[config.mk]
export PLATFORM = sky130hd
export DESIGN_NAME = scoreboard_hazard_unit
export DESIGN_NICKNAME = d
export VERILOG_FILES = /design/src/rtl/scoreboard_hazard_unit.sv
export SDC_FILE = /design/constraint.sdc
export NUM_CORES = 1
export LEC_CHECK = 0
export ABC_AREA = 1
export CAP_MARGIN = 0
export CORE_MARGIN = 2
export CORE_UTILIZATION = 54
export CTS_CLUSTER_SIZE = 28
export DETAILED_ROUTE_END_ITERATION = 8
export GPL_TIMING_DRIVEN = 0
export HOLD_SLACK_MARGIN = 0.05
export PLACE_DENSITY = 0.77
export RECOVER_POWER = 25
export SYNTH_ARGS = -nofsm -noshare
export SYNTH_HDL_FRONTEND = slang
export SYNTH_SLANG_ARGS = --single-unit
[constraint.sdc]
create_clock -name clk -period 4.05 [get_ports clk]
set_input_delay 0.405 -clock clk [delete_from_list [all_inputs] [get_ports clk]]
set_output_delay 0.405 -clock clk [all_outputs]
set_load 0.01 [all_outputs]
[src/rtl/scoreboard_hazard_unit.sv]
// Per-register write-back scoreboard producing the decode-stage freeze/issue pair.
// Optional macro SCOREBOARD_FORWARDING_EN: shorten latencies to load-use only (load 1, ALU 0).
module scoreboard_hazard_unit #(
  parameter int REG_COUNT  = 16,
  parameter int REG_ADDR_W = 4,
  parameter int ALU_LAT    = 2,
  parameter int MEM_LAT    = 3,
  parameter int CNT_W      = 3
) (
  input  logic                  clk,
  input  logic                  rst,
  input  logic                  id_valid,
  input  logic                  cond_pass,
  input  logic                  flush,
  input  logic                  has_src1,
  input  logic                  has_src2,
  input  logic [REG_ADDR_W-1:0] src1,
  input  logic [REG_ADDR_W-1:0] src2,
  input  logic [REG_ADDR_W-1:0] dst,
  input  logic                  wb_en,
  input  logic                  mem_read,
  output logic                  freeze,
  output logic                  issue,
  output logic [REG_COUNT-1:0]  busy_mask,
  output logic [15:0]           stall_cycles
);

  logic [CNT_W-1:0]     r_cnt [REG_COUNT];
  logic [15:0]          r_stall_cycles;
  logic [REG_COUNT-1:0] w_busy;
  logic [CNT_W-1:0]     w_load_val;
  logic                 w_live;
  logic                 w_raw1;
  logic                 w_raw2;
  logic                 w_waw;
  logic                 w_freeze;
  logic                 w_issue;

`ifdef SCOREBOARD_FORWARDING_EN
  assign w_load_val = mem_read ? CNT_W'(1) : CNT_W'(0);
`else
  assign w_load_val = mem_read ? CNT_W'(MEM_LAT) : CNT_W'(ALU_LAT);
`endif

  always_comb begin
    w_busy = '0;
    for (int i = 0; i < REG_COUNT; i++) begin
      w_busy[i] = (r_cnt[i] != '0);
    end
  end

  // Handshake: id_valid offers the ID instruction; it is accepted (issue=1) in the
  // same cycle only when it is live (cond_pass, not flushed) and no hazard holds it.
  // freeze is the back-pressure; a bubble, failed condition or flush never freezes.
  // WAW stalls only while the older write would land after the new one.
  assign w_live   = id_valid & cond_pass & ~flush;
  assign w_raw1   = has_src1 & w_busy[src1];
  assign w_raw2   = has_src2 & w_busy[src2];
  assign w_waw    = wb_en & (r_cnt[dst] > w_load_val);
  assign w_freeze = w_live & (w_raw1 | w_raw2 | w_waw);
  assign w_issue  = w_live & ~w_freeze;

  // Reload on issue beats the countdown; self-dependence sees only the old count.
  always_ff @(posedge clk) begin
    if (rst) begin
      for (int i = 0; i < REG_COUNT; i++) begin
        r_cnt[i] <= '0;
      end
      r_stall_cycles <= '0;
    end else begin
      for (int i = 0; i < REG_COUNT; i++) begin
        if (w_issue && wb_en && (dst == REG_ADDR_W'(i))) begin
          r_cnt[i] <= w_load_val;
        end else if (r_cnt[i] != '0) begin
          r_cnt[i] <= r_cnt[i] - CNT_W'(1);
        end
      end
      if (w_freeze && (r_stall_cycles != 16'hFFFF)) begin
        r_stall_cycles <= r_stall_cycles + 16'd1;
      end
    end
  end

  assign freeze       = w_freeze;
  assign issue        = w_issue;
  assign busy_mask    = w_busy;
  assign stall_cycles = r_stall_cycles;

endmodule

# After elaboration in Yosys (flattened, before gate mapping)

Memory sizes are Yosys's and may differ from the RTL's.
Cells that the tools add are included.

Register bits after elaboration: 16
Bits in writable memories: 48
Input bits: 21
Output and inout port bits: 34
Memories kept: 1

$add $sub $neg: 17
Magnitude comparators: 3
Equal/unequal tests: 16
Muxes and demuxes: 151
Bitwise logic cells: 43
Reduce and logical (&&, ||, !) cells: 35

Memories:

| memory | words | width | rd ports | clocked after memory_dff | wr ports | RTL line | source |
|---|---|---|---|---|---|---|---|
| r_cnt  | 16    | 3     | 17       | 0                        | 16       | 28       | `logic [CNT_W-1:0] r_cnt [REG_COUNT];` |

Operators by type and width:

| operator                                                   | count |
|---|---|
| two-way mux 1 bit                                          | 117 |
| two-way mux 3 bit                                          | 32 |
| nonzero test 3 bit                                         | 16 |
| subtractor 3 x 1 -> 3 bit, second input constant           | 16 |
| OR 1 bit                                                   | 34 |
| equality test 4 bit, second input constant                 | 8 |
| logical AND 1 bit                                          | 18 |
| adder 16 x 1 -> 16 bit, second input constant              | 1 |
| equality test 4 x 3 -> 1 bit, second input constant        | 4 |
| inequality test 16 bit, second input constant              | 1 |
| less-than comparator 4 x 5 -> 1 bit, second input constant | 2 |
| binary-select mux 1 bit (select 4 bit)                     | 2 |
| equality test 4 x 2 -> 1 bit, second input constant        | 2 |
| bitwise AND 1 bit                                          | 7 |
| equality test 4 x 1 -> 1 bit, second input constant        | 1 |
| logical NOT 4 bit                                          | 1 |
| > comparator 3 x 2 -> 1 bit                                | 1 |
| NOT 1 bit                                                  | 2 |

# Longest topological paths before layout

An unclocked memory read counts as a cell.

Word-level depth: 17
Mapped depth: 19
Mapped depth without buffers: 17

# Worst setup path before layout

Ideal clock, no wire load.

Kind: in2reg
Start point: input port dst[0]
End point: memory r_cnt[1][0] (enable)
Setup time: 0.267 ns
Arrival time: 2.327 ns
Required time: 3.783 ns
Setup slack: 1.456 ns
Stages: 17
Buffers on the path: 2
Cells stage by stage: buf_6 > nor2_2 > inv_1 > o22ai_1 > o21ai_0 > nand2_1 > a221oi_1 > ha_1 > nor2_1 > o21ai_2 > a21oi_2 > nor2_4 > buf_8 > nand4_2 > nand2_1 > nand2_2 > nand2_1

RTL lines:

| what        | RTL line | source |
|---|---|---|
| from (decl) | 19       | `input logic [REG_ADDR_W-1:0] dst,` |
| to (decl)   | 28       |  |

# Worst setup path after layout

Start point: input port dst[2]
End point: output port freeze

Longest elaborated chain between the ends: 5

Ends and longest elaborated chain:

| what                        | RTL line | source |
|---|---|---|
| memory (16 x 3 bit)         | --       |  |
| > comparator 3 x 2 -> 1 bit | 59       | `assign w_waw = wb_en & (r_cnt[dst] > w_load_val);` |
| bitwise AND 1 bit           | 59       |  |
| OR 1 bit                    | 60       | `assign w_freeze = w_live & (w_raw1 \| w_raw2 \| w_waw);` |
| bitwise AND 1 bit           | 60       |  |
| to (decl)                   | 22       | `output logic freeze,` |

Every way passes these cells.

==> flow_metrics.env <==
export IMPL_status="completed"
export IMPL_track_usage_pct=27.5
export IMPL_hold_path_class="register to register"
export IMPL_synth_seq_cells=64
export IMPL_rows=35
export IMPL_max_freq_mhz=268
export IMPL_place_gp_congestion=0.898
export IMPL_wl_per_cell_um=14.9
export IMPL_fp_dieW_um=103
export IMPL_grt_max_degree=13
export IMPL_clkSlewWorstSetupHoldPaths_ns=0.08
export IMPL_skew_ns=0.0158
export IMPL_synth_simple_gate_area_share_pct=37.3
export IMPL_hold_path_startpoint="stall_cycles[9]"
export IMPL_postCtsSetupBuffers=0
export IMPL_grt_pass1_vias=4693
export IMPL_coreArea_mm2=0.00933
export IMPL_clock_path_buffers=2
export IMPL_dr_wl_met2_um=6330
export IMPL_yosysUniqueCellTypes=40
export IMPL_die_area_mm2=0.0105
export IMPL_cellPowerDensity_mw_per_mm2=456
export IMPL_rsz0062_at_grt="false"
export IMPL_cts_root_buf="clkbuf_8"
export IMPL_cp_cell_sequence="dlygate4sd3_1 > inv_1 > nor2_1 > o21ai_0 > nand2_1 > a221oi_1 > ha_1 > nor2_1 > o21ai_2 > nand2_1 > nand2_2 > nand2_2 > nand2_4 > inv_4 > buf_4 > clkdlybuf4s50_1"
export IMPL_endpoint_kind="primary output"
export IMPL_yosysWarnings=0
export IMPL_initial_core_util_pct=56.3
export IMPL_synth_cells=727
export IMPL_wl_met1_um=5870
export IMPL_drt_antenna_violating_nets=0
export IMPL_critPathLaunchType="input port"
export IMPL_htree_levels=3
export IMPL_tightest_slew_ns=0.759
export IMPL_crit_start="dst[2]"
export IMPL_io_buffer_count=49
export IMPL_fill_cells=842
export IMPL_cp_slowest_cell="dlygate4sd3_1"
export IMPL_wl_met3_um=1070
export IMPL_fin_crit_sh_pct=92.0
export IMPL_postSynthNetCount=782
export IMPL_dr_max_layer_used="met4"
export IMPL_fin_nets=842
export IMPL_vias=4983
export IMPL_synth_xor_area_share_pct=4.83
export IMPL_syn_area_mm2=0.00525
export IMPL_finalWirelength_um=13700
export IMPL_clock_latency_ns=0.36
export IMPL_overflow=0
export IMPL_ys_flop_type="edfxtp_1"
export IMPL_placed_cell_area_mm2=0.00591
export IMPL_p_leak_nw=2.96
export IMPL_viasPerCell=5.41
export IMPL_synth_compound_area_share_pct=5.00
export IMPL_async_flop_share_pct=0
export IMPL_final_cells=921
export IMPL_crit_fanout=10
export IMPL_slew_headroom_pct=49.4
export IMPL_seq_area_frac_synth_pct=33.5
export IMPL_grt_pass1_wl_um=22200
export IMPL_reg2reg_from="r_cnt[7][0]"
export IMPL_synth_edf_count=48
export IMPL_hold_path_depth=2
export IMPL_post_route_util_pct=65.1
export IMPL_cts_tree="built"
export IMPL_period_needed_ns=3.73
export IMPL_critPathKind="input port to primary output"
export IMPL_tns_ns=0
export IMPL_hold_viol=0
export IMPL_clkSinkCount=64
export IMPL_diodes=0
export IMPL_synth_avg_cell_area_um2=7.23
export IMPL_yosys_area_share_adder_pct=8.10
export IMPL_final_cell_area_mm2=0.00607
export IMPL_drive_gt1_share_pct=9.09
export IMPL_place_inst=905
export IMPL_drt_pass1_iter_count=5
export IMPL_die_y_um=103
export IMPL_numCtsBuffers=9
export IMPL_vdd_drop_max_v=0.000204
export IMPL_cp_data_required_time_ns=3.64
export IMPL_area_delta_synth_final_pct=15.6
export IMPL_report_final_slew_viol_count=0
export IMPL_io_pins=55
export IMPL_cp_arrival_ns=3.32
export IMPL_maxCapViolations=0
export IMPL_setup_violations=0
export IMPL_post_cts_resized=0
export IMPL_synth_top_family_by_area="simple AND/OR/NAND/NOR gates"
export IMPL_drc=0
export IMPL_r2r_cells=15
export IMPL_antenna_found_initial=0
export IMPL_dpl_hpwl_um=10500
export IMPL_yosys_mux_area_fraction_pct=0
export IMPL_cpPeakStageDelay_ns=0.64
export IMPL_first_iter_violations=457
export IMPL_cts_hold_fix_buffers=0
==> cells in the final DEF, fill, tap and decap left out, types with 5 or more instances in the layout <==
cell type	netlist	layout
nand2_1	177	178
edfxtp_1	48	48
dfxtp_1	16	16
nand4_1	12	12
xor2_1	10	10
nor3_1	7	7
nand3_1	85	85
xnor2_1	19	19
nand4_2	10	10
clkbuf_1	4	5
ha_1	34	34
clkbuf_8	0	9
dlygate4sd3_1	0	33
buf_2	7	7
nor2_1	103	104
a21oi_1	27	27
nand2_2	9	9
clkdlybuf4s50_1	0	16
inv_1	105	105
==> routing by layer <==
layer  global-route usage, %  vias up
met3                    4.88       43
met2                    44.4      211
met1                    36.1     2261
met4                    11.9        0
li1                        -     2468
met5                       0        -
==> registers in the layout (all words and copies together), names as in the netlist <==
name / count
r_cnt: 48
stall_cycles: 16
==> cells in the mapped netlist (5+ instances only) <==
| library cell | count | share of area [%] |
|---|---|---|
| nand2_1 | 177 | 13 |
| inv_1 | 105 | 7.5 |
| nor2_1 | 103 | 7.4 |
| nand3_1 | 85 | 8.1 |
| edfxtp_1 | 48 | 27 |
| ha_1 | 34 | 8.1 |
| a21oi_1 | 27 | 2.6 |
| xnor2_1 | 19 | 3.2 |
| dfxtp_1 | 16 | 6.1 |
| nand4_1 | 12 | 1.4 |
| nand4_2 | 10 | 2.4 |
| xor2_1 | 10 | 1.7 |
| nand2_2 | 9 | 1.1 |
| buf_2 | 7 | 0.67 |
| nor3_1 | 7 | 0.67 |
| nand2_4 | 5 | 1.1 |
==> through the flow <==
stage / setup slack (ns) / power, mW / hold slack [ns]
after floorplan: 1.46 / 1.87 / 0.507
after global placement: 0.470 / 2.22 / 0.483
after detailed placement: 0.442 / 2.27 / 0.490
after CTS: 0.437 / 2.80 / 0.504
after global routing: 0.103 / 2.99 / 0.527
final: 0.323 / 2.77 / 0.496
==> area by class of cell <==
cell class                      instances  area, um^2  area share, %
Buffer                                 22         164           2.70
Clock buffer                           11         153           2.51
Clock inverter                          5        30.0          0.494
Inverter                              112         428           7.05
Multi-Input combinational cell        529        2890           47.5
Sequential cell                        64        1760           29.0
Tap cell                              129         161           2.66
Timing Repair Buffer                   49         490           8.08
==> power by group <==
part	switching (mW)	internal, mW	leakage (nW)
clock network	0.274	0.258	0.0985
logic	0.741	0.469	2.21
registers	0.104	0.921	0.645
total	1.12	1.65	2.96
==> critical path, delay by kind of cell <==
kind | cells | cell delay [ns]
and+or+nand+nor | 7 | 0.76
buffers and inverters | 5 | 1.56
adders and majority gates | 1 | 0.28
AOI/OAI and AO/OA | 3 | 0.29
==> kinds of logic after synthesis <==
logic type | count (synthesis)
and+or+nand+nor | 420
buffers and inverters | 134
DFF | 64
AOI/OAI and AO/OA | 46
adders and majority gates | 34
xor gates and xnor gates | 29
==> worst paths after layout <==
path	to	slack, ns
worst max register to register	r_cnt[8][0]	1.17
worst max-delay path	freeze	0.32
worst min register to register	stall_cycles[9]	0.50
worst min-delay path	stall_cycles[9]	0.50
Note: power is estimated with default switching activity, not from simulation.
